`src/rtl/mem_arbiter.sv`:
```
// mem_arbiter: shares one single-port memory between CPU fetch and load/store ports,
// one outstanding transaction, data priority with a starvation bound for fetch.
module mem_arbiter #(
    parameter int ADDR_WIDTH   = 32,
    parameter int DATA_WIDTH   = 32,
    parameter int STARVE_LIMIT = 4
) (
    input  logic                    clk,
    input  logic                    reset,
    input  logic                    if_req_valid,
    output logic                    if_req_ready,
    input  logic [ADDR_WIDTH-1:0]   if_addr,
    output logic                    if_rsp_valid,
    output logic [DATA_WIDTH-1:0]   if_rsp_data,
    input  logic                    d_req_valid,
    output logic                    d_req_ready,
    input  logic [ADDR_WIDTH-1:0]   d_addr,
    input  logic                    d_we,
    input  logic [DATA_WIDTH-1:0]   d_wdata,
    input  logic [DATA_WIDTH/8-1:0] d_wstrb,
    output logic                    d_rsp_valid,
    output logic [DATA_WIDTH-1:0]   d_rsp_data,
    output logic                    mem_req_valid,
    input  logic                    mem_req_ready,
    output logic [ADDR_WIDTH-1:0]   mem_addr,
    output logic                    mem_we,
    output logic [DATA_WIDTH-1:0]   mem_wdata,
    output logic [DATA_WIDTH/8-1:0] mem_wstrb,
    input  logic                    mem_rsp_valid,
    input  logic [DATA_WIDTH-1:0]   mem_rsp_data
);
    localparam int CW = STARVE_LIMIT > 0 ? $clog2(STARVE_LIMIT + 1) : 1;
    localparam logic [CW-1:0] LIMIT = CW'(STARVE_LIMIT);
    typedef enum logic [1:0] {IDLE, ISSUE, WAIT} state_t;
    state_t                    state_q;
    logic [CW-1:0]             starve_q, starve_d;
    logic                      owner_q;
    logic                      mem_req_valid_q, mem_we_q;
    logic [ADDR_WIDTH-1:0]     mem_addr_q;
    logic [DATA_WIDTH-1:0]     mem_wdata_q;
    logic [DATA_WIDTH/8-1:0]   mem_wstrb_q;
    logic                      if_rsp_valid_q, d_rsp_valid_q;
    logic [DATA_WIDTH-1:0]     if_rsp_data_q, d_rsp_data_q;
    logic                      grant_f, grant_d;
    // Data wins ties until fetch has been passed over STARVE_LIMIT times in a row.
    always_comb begin
        grant_f  = state_q == IDLE && if_req_valid && (!d_req_valid || starve_q == LIMIT);
        grant_d  = state_q == IDLE && d_req_valid && !grant_f;
        starve_d = grant_f ? '0
                 : (grant_d && if_req_valid && starve_q != LIMIT) ? starve_q + CW'(1)
                 : starve_q;
    end
    always_ff @(posedge clk or posedge reset) begin
        if (reset) begin
            state_q         <= IDLE;
            starve_q        <= '0;
            owner_q         <= 1'b0;
            mem_req_valid_q <= 1'b0;
            mem_addr_q      <= '0;
            mem_we_q        <= 1'b0;
            mem_wdata_q     <= '0;
            mem_wstrb_q     <= '0;
            if_rsp_valid_q  <= 1'b0;
            d_rsp_valid_q   <= 1'b0;
            if_rsp_data_q   <= '0;
            d_rsp_data_q    <= '0;
        end else begin
            if_rsp_valid_q <= 1'b0;
            d_rsp_valid_q  <= 1'b0;
            starve_q       <= starve_d;
            case (state_q)
                IDLE: if (grant_f || grant_d) begin
                    state_q         <= ISSUE;
                    owner_q         <= grant_d;
                    mem_req_valid_q <= 1'b1;
                    mem_addr_q      <= grant_d ? d_addr : if_addr;
                    mem_we_q        <= grant_d && d_we;
                    mem_wdata_q     <= grant_d ? d_wdata : '0;
                    mem_wstrb_q     <= grant_d ? d_wstrb : '0;
                end
                ISSUE: if (mem_req_ready) begin
                    state_q         <= WAIT;
                    mem_req_valid_q <= 1'b0;
                end
                WAIT: if (mem_rsp_valid) begin
                    state_q <= IDLE;
                    if (owner_q) begin
                        d_rsp_valid_q <= 1'b1;
                        d_rsp_data_q  <= mem_we_q ? '0 : mem_rsp_data;
                    end else begin
                        if_rsp_valid_q <= 1'b1;
                        if_rsp_data_q  <= mem_rsp_data;
                    end
                end
                default: state_q <= IDLE;
            endcase
        end
    end
    assign if_req_ready  = grant_f;
    assign d_req_ready   = grant_d;
    assign if_rsp_valid  = if_rsp_valid_q;
    assign if_rsp_data   = if_rsp_data_q;
    assign d_rsp_valid   = d_rsp_valid_q;
    assign d_rsp_data    = d_rsp_data_q;
    assign mem_req_valid = mem_req_valid_q;
    assign mem_addr      = mem_addr_q;
    assign mem_we        = mem_we_q;
    assign mem_wdata     = mem_wdata_q;
    assign mem_wstrb     = mem_wstrb_q;
endmodule

```
`config.mk`:
```
export PLATFORM = sky130hd
export DESIGN_NAME = mem_arbiter
export DESIGN_NICKNAME = d
export VERILOG_FILES = /design/src/rtl/mem_arbiter.sv
export SDC_FILE = /design/constraint.sdc
export NUM_CORES = 1
export LEC_CHECK = 0
export CORE_MARGIN = 5
export CORE_UTILIZATION = 31
export CTS_CLUSTER_DIAMETER = 30
export DETAILED_ROUTE_END_ITERATION = 7
export PLACE_DENSITY = 0.66
export SLEW_MARGIN = 20
export SYNTH_ARGS = -nofsm -noshare
export SYNTH_HDL_FRONTEND = slang
export SYNTH_SLANG_ARGS = --single-unit
```
`constraint.sdc`:
```
create_clock -name clk -period 4.06 [get_ports clk]
set_input_delay 0.609 -clock clk [delete_from_list [all_inputs] [get_ports clk]]
set_output_delay 0.609 -clock clk [all_outputs]
set_load 0.01 [all_outputs]
```
== Yosys cells after proc, flatten, opt, wreduce, memory -nomap -nowiden ==
Cells that the tools add are included.
W data, S select, Z words.

* Add/sub/neg operators: 1
* Equality and inequality tests: 7
* Multiplexer cells: 19
* Bitwise operators: 1
* Reductions and logical operators: 19

{| class="wikitable"
|+ Operator list
! operator !! count
|-
| $mux W32 || 3
|-
| $reduce_and A3 Y1 || 4
|-
| $mux W1 || 8
|-
| $logic_and A1 B1 Y1 || 7
|-
| $mux W2 || 3
|-
| $mux W3 || 2
|-
| $pmux W2 S3 || 1
|-
| $mux W4 || 1
|-
| $ne A2 B2 Y1 const B || 2
|-
| $reduce_bool A2 Y1 || 2
|-
| $add A3 B1 Y3 const B || 1
|-
| $eq A3 B3 Y1 const B || 1
|-
| $ne A3 B3 Y1 const B || 1
|-
| $eq A2 B1 Y1 const B || 1
|-
| $eq A2 B2 Y1 const B || 1
|-
| $logic_not A1 Y1 || 2
|-
| $logic_not A2 Y1 || 1
|-
| $logic_or A1 B1 Y1 || 2
|-
| $ne A2 B1 Y1 const B || 1
|-
| $pmux W1 S2 || 1
|-
| $reduce_and A2 Y1 || 1
|-
| $not A1 Y1 || 1
|}

* Bits in registers: 142
* Input bits: 139
* Word-level logic and storage cells: 59

== Logic depth before layout (Yosys ltp) ==
Gate-level depths: netlist of the first run.

* Word-level depth: 9
* Gate-level depth with buffers: 7

== Least setup slack after synthesis of the first run ==
Ideal clock, no wire load.

* Kind: input port to output port
* Start: in if_req_valid
* End: out if_req_ready
* Arrival time: 1450 ps
* Required time: 3451 ps
* Setup slack: 2001 ps
* Stages on the path: 4
* Path buffers: 2
* Cell sequence: or3b_1 -> buf_2 -> buf_6 -> nor2_1

* Cells in the longest elaborated chain, start to end: 2

{| class="wikitable"
|+ RTL lines
! what !! RTL line !! RTL
|-
| start: declaration || 10 || <nowiki>input logic if_req_valid,</nowiki>
|-
| $logic_and A1 B1 Y1 (2 in a row) || 47 || <nowiki>grant_f = state_q == IDLE && if_req_valid && (!d_req_valid || starve_q == LIMIT);</nowiki>
|-
| end: declaration || 11 || <nowiki>output logic if_req_ready,</nowiki>
|}

Every way passes these cells.

== Worst setup path in the final report of the first run ==
Same ends and word-level chain as after synthesis.

==> key figures, run 1 <==
Status
  – Result of the run: complete, no violations

Synth
  – Number of enable-type register cells in the synthesized netlist: 0
  – Leading cell types by count after synthesis: 142 x sky130_fd_sc_hd__dfrtp_1, 39 x sky130_fd_sc_hd__nand2_1, 37 x sky130_fd_sc_hd__a22o_1
  – Netlist Area Pre-Place: 0.00574 mm²
  – Syn_nets: 581
  – Top-count cell post-synth: sky130_fd_sc_hd__dfrtp_1
  – Synth Register Bits: 142
  – Synth area leaders: sky130_fd_sc_hd__dfrtp_1 62%, sky130_fd_sc_hd__a22o_1 5.6%, sky130_fd_sc_hd__a221o_1 5.6%, sky130_fd_sc_hd__mux2_2 5.1%, sky130_fd_sc_hd__nand2b_1 3.7%
  – Proportion of netlist area held by the largest area contributor: 61.9%
  – Number of instances in the synthesized netlist: 440
  – Sequential area share after synthesis: 61.9%
  – Synthesized area divided by synthesized cell count: 13.0 µm²
  – Count of distinct cell types in the synthesized netlist: 27
  – Main flop type after synthesis: sky130_fd_sc_hd__dfrtp_1
  – Syn. warnings: 0
  – Library cell occupying the most area in the post-synthesis netlist: sky130_fd_sc_hd__dfrtp_1
  – Async set or reset register ratio after synthesis: 100%

Route
  – Number of vias after detailed routing: 4592
  – Initial drt markers: 158
  – Number of routed nets with antenna violations: 0
  – Met3 wirelength from detailed routing: 1700 µm
  – Length of routed wiring on met1: 7260 µm
  – DRC violations left: 0
  – First-pass iteration count of the detailed router: 4
  – Final Routed Wirelength: 17500 µm
  – Vias per cell: 4.83
  – Routed wire per std cell: 18.4 µm
  – Total met2 wirelength after detailed routing: 8160 µm
  – Max Used Layer: met4

Critical path
  – Kind of launch point of the worst setup path: primary input
  – Setup CP Type: in -> out
  – Arrival time at the worst endpoint: 2.26 ns
  – Launching instance or port of the critical path: if_req_valid
  – CP most frequent cell: sky130_fd_sc_hd__clkdlybuf4s50_1
  – Type of destination of the critical path: output pin
  – Terminus of the critical flop-to-flop path: mem_addr[23]
  – Top cell family by delay on the critical path: buffers and inverters
  – Crit Path Max Fanout: 4
  – Register-to-register path setup slack: 2.07 ns
  – CP bufs+invs: 2
  – Critical path depth in cells: 4
  – Critical path data required time: 3.45 ns
  – Max stage delay cell, worst path: sky130_fd_sc_hd__clkdlybuf4s50_1
  – Crit-path max cell delay: 0.56 ns
  – Depth of the most critical reg-to-reg path: 6
  – Worst path cell trace: clkdlybuf4s50_1, or3b_1, nor2_1, clkdlybuf4s50_1
  – Worst reg2reg startpoint: starve_q[0]

Clock network
  – Count of buffers added by post-CTS timing repair for setup: 0
  – Number of buffers inserted during clock tree synthesis: 17
  – CTS resizes: 0
  – Worst-path clk slew: 0.06 ns
  – Clock latency on the worst-skew pair: 0.42 ns
  – CTS Hold Buffers Added: 0
  – Library cell used as clock root buffer: sky130_fd_sc_hd__clkbuf_16
  – Depth of the CTS H-tree: 4
  – Buffer levels on the longest clock path: 2
  – Clock tree from TritonCTS: yes
  – Clock net sink count: 142

Power and ir drop
  – Power Dens Cells: 744 mW/mm²
  – Part of the total power dissipated in combinational logic: 43.7%
  – Register share of total power: 35.4%
  – Sw Share: 33.0%
  – Final Power: 6.89 mW
  – Internal power of the cells: 4.62 mW
  – Leakage power: 3.89 nW
  – Part of the power in the clock network: 20.9%
  – Switching power summed over all nets: 2.28 mW
  – VDD IR max: 0.000273 V

Min path
  – Hold Path Origin: d_rsp_data[18]
  – HP Class: reg -> reg
  – Worst hold path endpoint: d_rsp_data[18]
  – Worst Hold Depth: 2

GRT
  – Maximum number of pins on one net before global-route repair: 143
  – Vias in the first global route: 5046
  – Global-route wire length before repair: 28100 µm
  – Number of antenna violations at the first check in global routing: 0
  – Sum of overflow across all layers after global routing: 0
  – Total Routing Usage GR: 16.4%

STA
  – Final TNS setup: 0 ns
  – Highest attainable clock frequency: 0.349 GHz
  – Final-report max-slew violation count: 0
  – Number of hold violations in the final report: 0
  – Setup repair after global routing missed its margin: false
  – Least-Margin Pin Slew: 0.775 ns
  – Final critical-path required period: 2.87 ns
  – Largest clock skew in the final design: 0.0146 ns
  – # setup viols final: 0
  – Max-slew headroom: 48.3%
  – Fraction of the cycle the final worst path needs: 70.6%

Finish
  – Ant diodes: 0
  – Share of cells above drive strength 1: 11.8%
  – Synthesis-to-finish area growth: 61.3%
  – Fill cells: 1562
  – Number of nets in the final layout: 849

Die
  – Number of cell rows: 49
  – Die Outline Area: 0.0213 mm²
  – Die Span X: 146 µm
  – DIE HEIGHT: 146 µm
  – IO Count: 277
  – Floorplan core area: 0.0181 mm²
  – Initial Utilization: 31.7%

Placed design
  – Final HPWL from detailed placement: 12500 µm
  – Number of port buffers: 276
  – Routability Congestion: 0.796

Run
  – Max-cap violations: 0
==> layer usage <==
layer / vias to the layer above / track usage (%)
li1: 2129 / -
met1: 2226 / 20.3
met2: 217 / 25.9
met3: 20 / 6.94
met4: 0 / 5.93
met5: - / 0
==> power by group through the flow <==
stage | sequential [mW] | clock [mW] | combinational, mW
floorplan | 2.68 | 0 | 1.08
global placement | 2.42 | 0 | 3.00
detailed placement | 2.45 | 0 | 3.07
CTS | 2.45 | 1.49 | 3.07
global route | 2.52 | 1.55 | 3.24
finish | 2.44 | 1.44 | 3.01
==> flip-flops by register name, indices dropped and copies added (netlist names) <==
signal	flops
d_rsp_data	32
if_rsp_data	32
mem_addr	32
mem_wdata	32
mem_wstrb	4
starve_q	3
state_q	2
d_rsp_valid	1
if_rsp_valid	1
mem_req_valid	1
mem_we	1
owner_q	1
==> cell usage in the layout, fill, tap and decap left out, drive strengths merged, types with 4 or more instances in the layout <==
cell type and instances:
clkdlybuf4s50 276, clkinv 4, nand2b 34, mux2 32, nand2 39, buf 8
clkinvlp 4, a22o 37, o21ai 37, nor3b 33, clkbuf 21, dfrtp 142
a221o 32, inv 8
==> cell families (layout without fill, tap and decap cells) <==
| kind of cell | Yosys count | after routing | share of synthesized area (%) |
|---|---|---|---|
| DFF | 142 | 142 | 61.9 |
| and+or+nand+nor | 115 | 115 | 13.0 |
| AOI/OAI and AO/OA | 109 | 109 | 14.9 |
| buffers and inverters | 40 | 321 | 3.44 |
| muxes | 32 | 32 | 6.28 |
| adders and majority gates | 2 | 2 | 0.436 |
==> metrics by stage <==
| step | setup slack, ns | cells | util (%) | area, µm² | hold WS [ns] |
|---|---|---|---|---|---|
| CTS | 1.18 | 950 | 51.2 | 9260 | 0.487 |
| global placement | 1.16 | 918 | 48.1 | 8710 | 0.462 |
| detailed placement | 1.17 | 918 | 48.1 | 8710 | 0.473 |
| global route | 1.12 | 950 | 51.2 | 9260 | 0.503 |
| floorplan | 1.67 | 440 | - | 5750 | 0.474 |
| finish | 1.19 | 950 | 51.2 | 9260 | 0.478 |
==> worst max path at each step <==
stage / slack, ns / to
finish: 1.19 / if_req_ready
global route: 1.12 / if_req_ready
CTS: 1.18 / if_req_ready
detailed placement: 1.17 / if_req_ready
global placement: 1.16 / if_req_ready
floorplan: 1.67 / d_rsp_data[0]
==> cell type report <==
| type | instances | area, µm² | area share, % |
|---|---|---|---|
| flip-flops and latches | 142 | 3550 | 38.4 |
| repair buffers | 284 | 2840 | 30.6 |
| multi-input cells | 258 | 2010 | 21.7 |
| clock buffers | 21 | 470 | 5.08 |
| well taps | 229 | 287 | 3.09 |
| clock inverters | 11 | 81.3 | 0.878 |
| inverters | 5 | 22.5 | 0.243 |
==> tightest hold or removal path: cells and delay by family (launching register included) <==
family / cells / cell delay, ns
AO/OA/AOI/OAI: 1 / 0.06
flip-flops: 1 / 0.34
AND/OR/NAND/NOR: 1 / 0.04
Power figures use the tool's default switching activity.
==> inputs of run 2 (changes only) <==
--- a/config.mk
+++ b/config.mk
@@ -9,7 +9,6 @@
 export CORE_UTILIZATION = 31
 export CTS_CLUSTER_DIAMETER = 30
 export DETAILED_ROUTE_END_ITERATION = 7
-export PLACE_DENSITY = 0.66
 export SLEW_MARGIN = 20
 export SYNTH_ARGS = -nofsm -noshare
 export SYNTH_HDL_FRONTEND = slang
==> constraint.sdc (replaced) <==
create_clock -name clk -period 2.8 [get_ports clk]
set_input_delay 0.42 -clock clk [delete_from_list [all_inputs] [get_ports clk]]
set_output_delay 0.42 -clock clk [all_outputs]
set_load 0.01 [all_outputs]
==> key figures, run 2 (synthesized netlist as in run 1, its figures left out) <==
Route
  – Vias per cell: 4.75 (-1.7%)
  – Initial drt markers: 154 (-2.5%)
  – Routed wire per std cell: 18.5 µm (+0.84%)
  – Number of vias after detailed routing: 4514 (-1.7%)
  – Final Routed Wirelength: 17600 µm (+0.84%)
  – First-pass iteration count of the detailed router: 4 (unchanged)
  – Number of routed nets with antenna violations: 0 (unchanged)
  – DRC violations left: 0 (unchanged)

Clock network
  – Library cell used as clock root buffer: sky130_fd_sc_hd__clkbuf_16
  – Worst-path clk slew: 0.06 ns (about the same)
  – Clock latency on the worst-skew pair: 0.41 ns (about the same)
  – CTS Hold Buffers Added: 0 (unchanged)
  – Count of buffers added by post-CTS timing repair for setup: 0 (unchanged)
  – Clock net sink count: 142 (unchanged)
  – Depth of the CTS H-tree: 4 (unchanged)
  – Buffer levels on the longest clock path: 2 (unchanged)
  – Clock tree from TritonCTS: yes
  – CTS resizes: 0 (unchanged)
  – Number of buffers inserted during clock tree synthesis: 17 (unchanged)

Finish
  – Post-route design area: 0.00939 mm² (+1.4%)
  – Share of cells above drive strength 1: 11.9% (+0.14 points)
  – Util after Layout: 51.9% (+0.71 points)
  – Most common cell after layout, fill and taps aside: sky130_fd_sc_hd__clkdlybuf4s50_1
  – Most used cells in the layout excluding fill and tap cells: 276 x sky130_fd_sc_hd__clkdlybuf4s50_1, 142 x sky130_fd_sc_hd__dfrtp_1, 39 x sky130_fd_sc_hd__nand2_1
  – Ant diodes: 0 (unchanged)
  – Synthesis-to-finish area growth: 63.5%
  – Number of nets in the final layout: 849 (unchanged)

Critical path
  – Critical path data required time: 2.38 ns (-1.07 ns)
  – Arrival time at the worst endpoint: 2.06 ns (-0.20 ns)
  – Depth of the most critical reg-to-reg path: 6 (unchanged)
  – Crit Path Max Fanout: 4 (unchanged)
  – Kind of launch point of the worst setup path: primary input
  – Type of destination of the critical path: output pin
  – Setup CP Type: in -> out

GRT
  – Number of antenna violations at the first check in global routing: 0 (unchanged)
  – Global-route wire length before repair: 27800 µm (-0.86%)
  – Maximum number of pins on one net before global-route repair: 143 (unchanged)
  – Sum of overflow across all layers after global routing: 0 (unchanged)
  – Vias in the first global route: 4879 (-3.3%)
  – Total Routing Usage GR: 16.4% (-0.066 points)

Die
  – Die Outline Area: 0.0213 mm² (unchanged)
  – Initial Utilization: 31.7% (unchanged)
  – IO Count: 277 (unchanged)
  – Die Span X: 146 µm (unchanged)
  – DIE HEIGHT: 146 µm (unchanged)
  – Number of cell rows: 49 (unchanged)
  – Floorplan core area: 0.0181 mm² (unchanged)

Placed design
  – Routability Congestion: 0.776 (-2.6%)
  – Placed cell area: 0.00872 mm² (+0.14%)
  – Worst slack at placement: 0.328 ns (-0.847 ns)
  – Number of port buffers: 276 (unchanged)
  – Final HPWL from detailed placement: 12500 µm (+0.16%)

STA
  – Final TNS setup: 0 ns (unchanged)
  – Final-report max-slew violation count: 0 (unchanged)
  – Setup repair after global routing missed its margin: false
  – Highest attainable clock frequency: 0.403 GHz
  – Number of hold violations in the final report: 0 (unchanged)
  – Largest clock skew in the final design: 0.00721 ns (-0.00741 ns)
  – Least-Margin Pin Slew: 0.895 ns (+0.120 ns)
  – # setup viols final: 0 (unchanged)
  – Fraction of the cycle the final worst path needs: 88.5%
  – Final critical-path required period: 2.48 ns
  – Max-slew headroom: 40.3% (-8.0 points)
  – Least setup slack across all paths after layout: 0.321 ns (-0.873 ns)

Power and ir drop
  – Part of the total power dissipated in combinational logic: 41.9% (-1.8 points)
  – Internal power of the cells: 7.13 mW (+54%)
  – Switching power summed over all nets: 3.31 mW (+45%)
  – Part of the power in the clock network: 24.3% (+3.4 points)
  – Power Dens Cells: 1110 mW/mm² (+49%)
  – Sw Share: 31.7% (-1.3 points)
  – Final Power: 10.4 mW (+51%)
  – Register share of total power: 33.8% (-1.6 points)
  – VDD IR max: 0.000547 V (+100%)
  – Leakage power: 3.95 nW (+1.7%)

Run
  – Max-cap violations: 0 (unchanged)

Min path
  – HP Class: in -> async

Status
  – Result of the run: complete, no violations
run 2: layout make-up:
type	instances	area, µm²
fill	1527	8700
sequential	142	3550
timing repair buffer	284	2850
multi-input combinational	258	2010
clock buffer	18	439
tap	229	287
clock inverter	14	228
inverter	5	22.5
run 2: metrics by stage:
| stage | hold slack, ns | std cells |
|---|---|---|
| CTS | 0.486 | 950 |
| global route | 0.505 | 950 |
| floorplan | 0.474 | 440 |
| finish | 0.475 | 950 |
| detailed placement | 0.472 | 918 |
| global placement | 0.464 | 918 |
run 2: final timing paths:
check                         startpoint             end  slack (ns)
max in group asynchronous          reset  d_rsp_data[28]        1.57
min in group clk           d_rsp_data[9]   d_rsp_data[9]        0.48
setup / recovery            if_req_valid    if_req_ready        0.32
hold reg to reg            d_rsp_data[9]   d_rsp_data[9]        0.48
setup reg to reg             starve_q[0]     mem_addr[7]        0.82
hold / removal                     reset  if_rsp_data[5]        0.48
run 2: critical path, cell delays in order:
cell and delay (ns):
sky130_fd_sc_hd__clkdlybuf4s50_1 0.56, sky130_fd_sc_hd__or3b_1 0.40, sky130_fd_sc_hd__nor2_1 0.12, sky130_fd_sc_hd__clkdlybuf4s50_1 0.55
run 2: routing by layer:
layer  up-vias  routed length [µm]  share of wire (%)  track usage, %
met5         -                   0                  0               0
met4         0                 333                1.9            5.93
met3        22                1720                9.8            7.00
met2       203                8060                 46            25.6
met1      2155                7500                 43            20.3
li1       2134                   -                  -               -
run 2: power by group through the flow:
| stage | clock (mW) | combinational [mW] | sequential, mW |
|---|---|---|---|
| after detailed placement | 0 | 4.46 | 3.54 |
| after global routing | 2.69 | 4.70 | 3.65 |
| after CTS | 2.62 | 4.46 | 3.53 |
| after global placement | 0 | 4.39 | 3.52 |
| after floorplan | 0 | 1.56 | 3.89 |
| final | 2.54 | 4.37 | 3.52 |
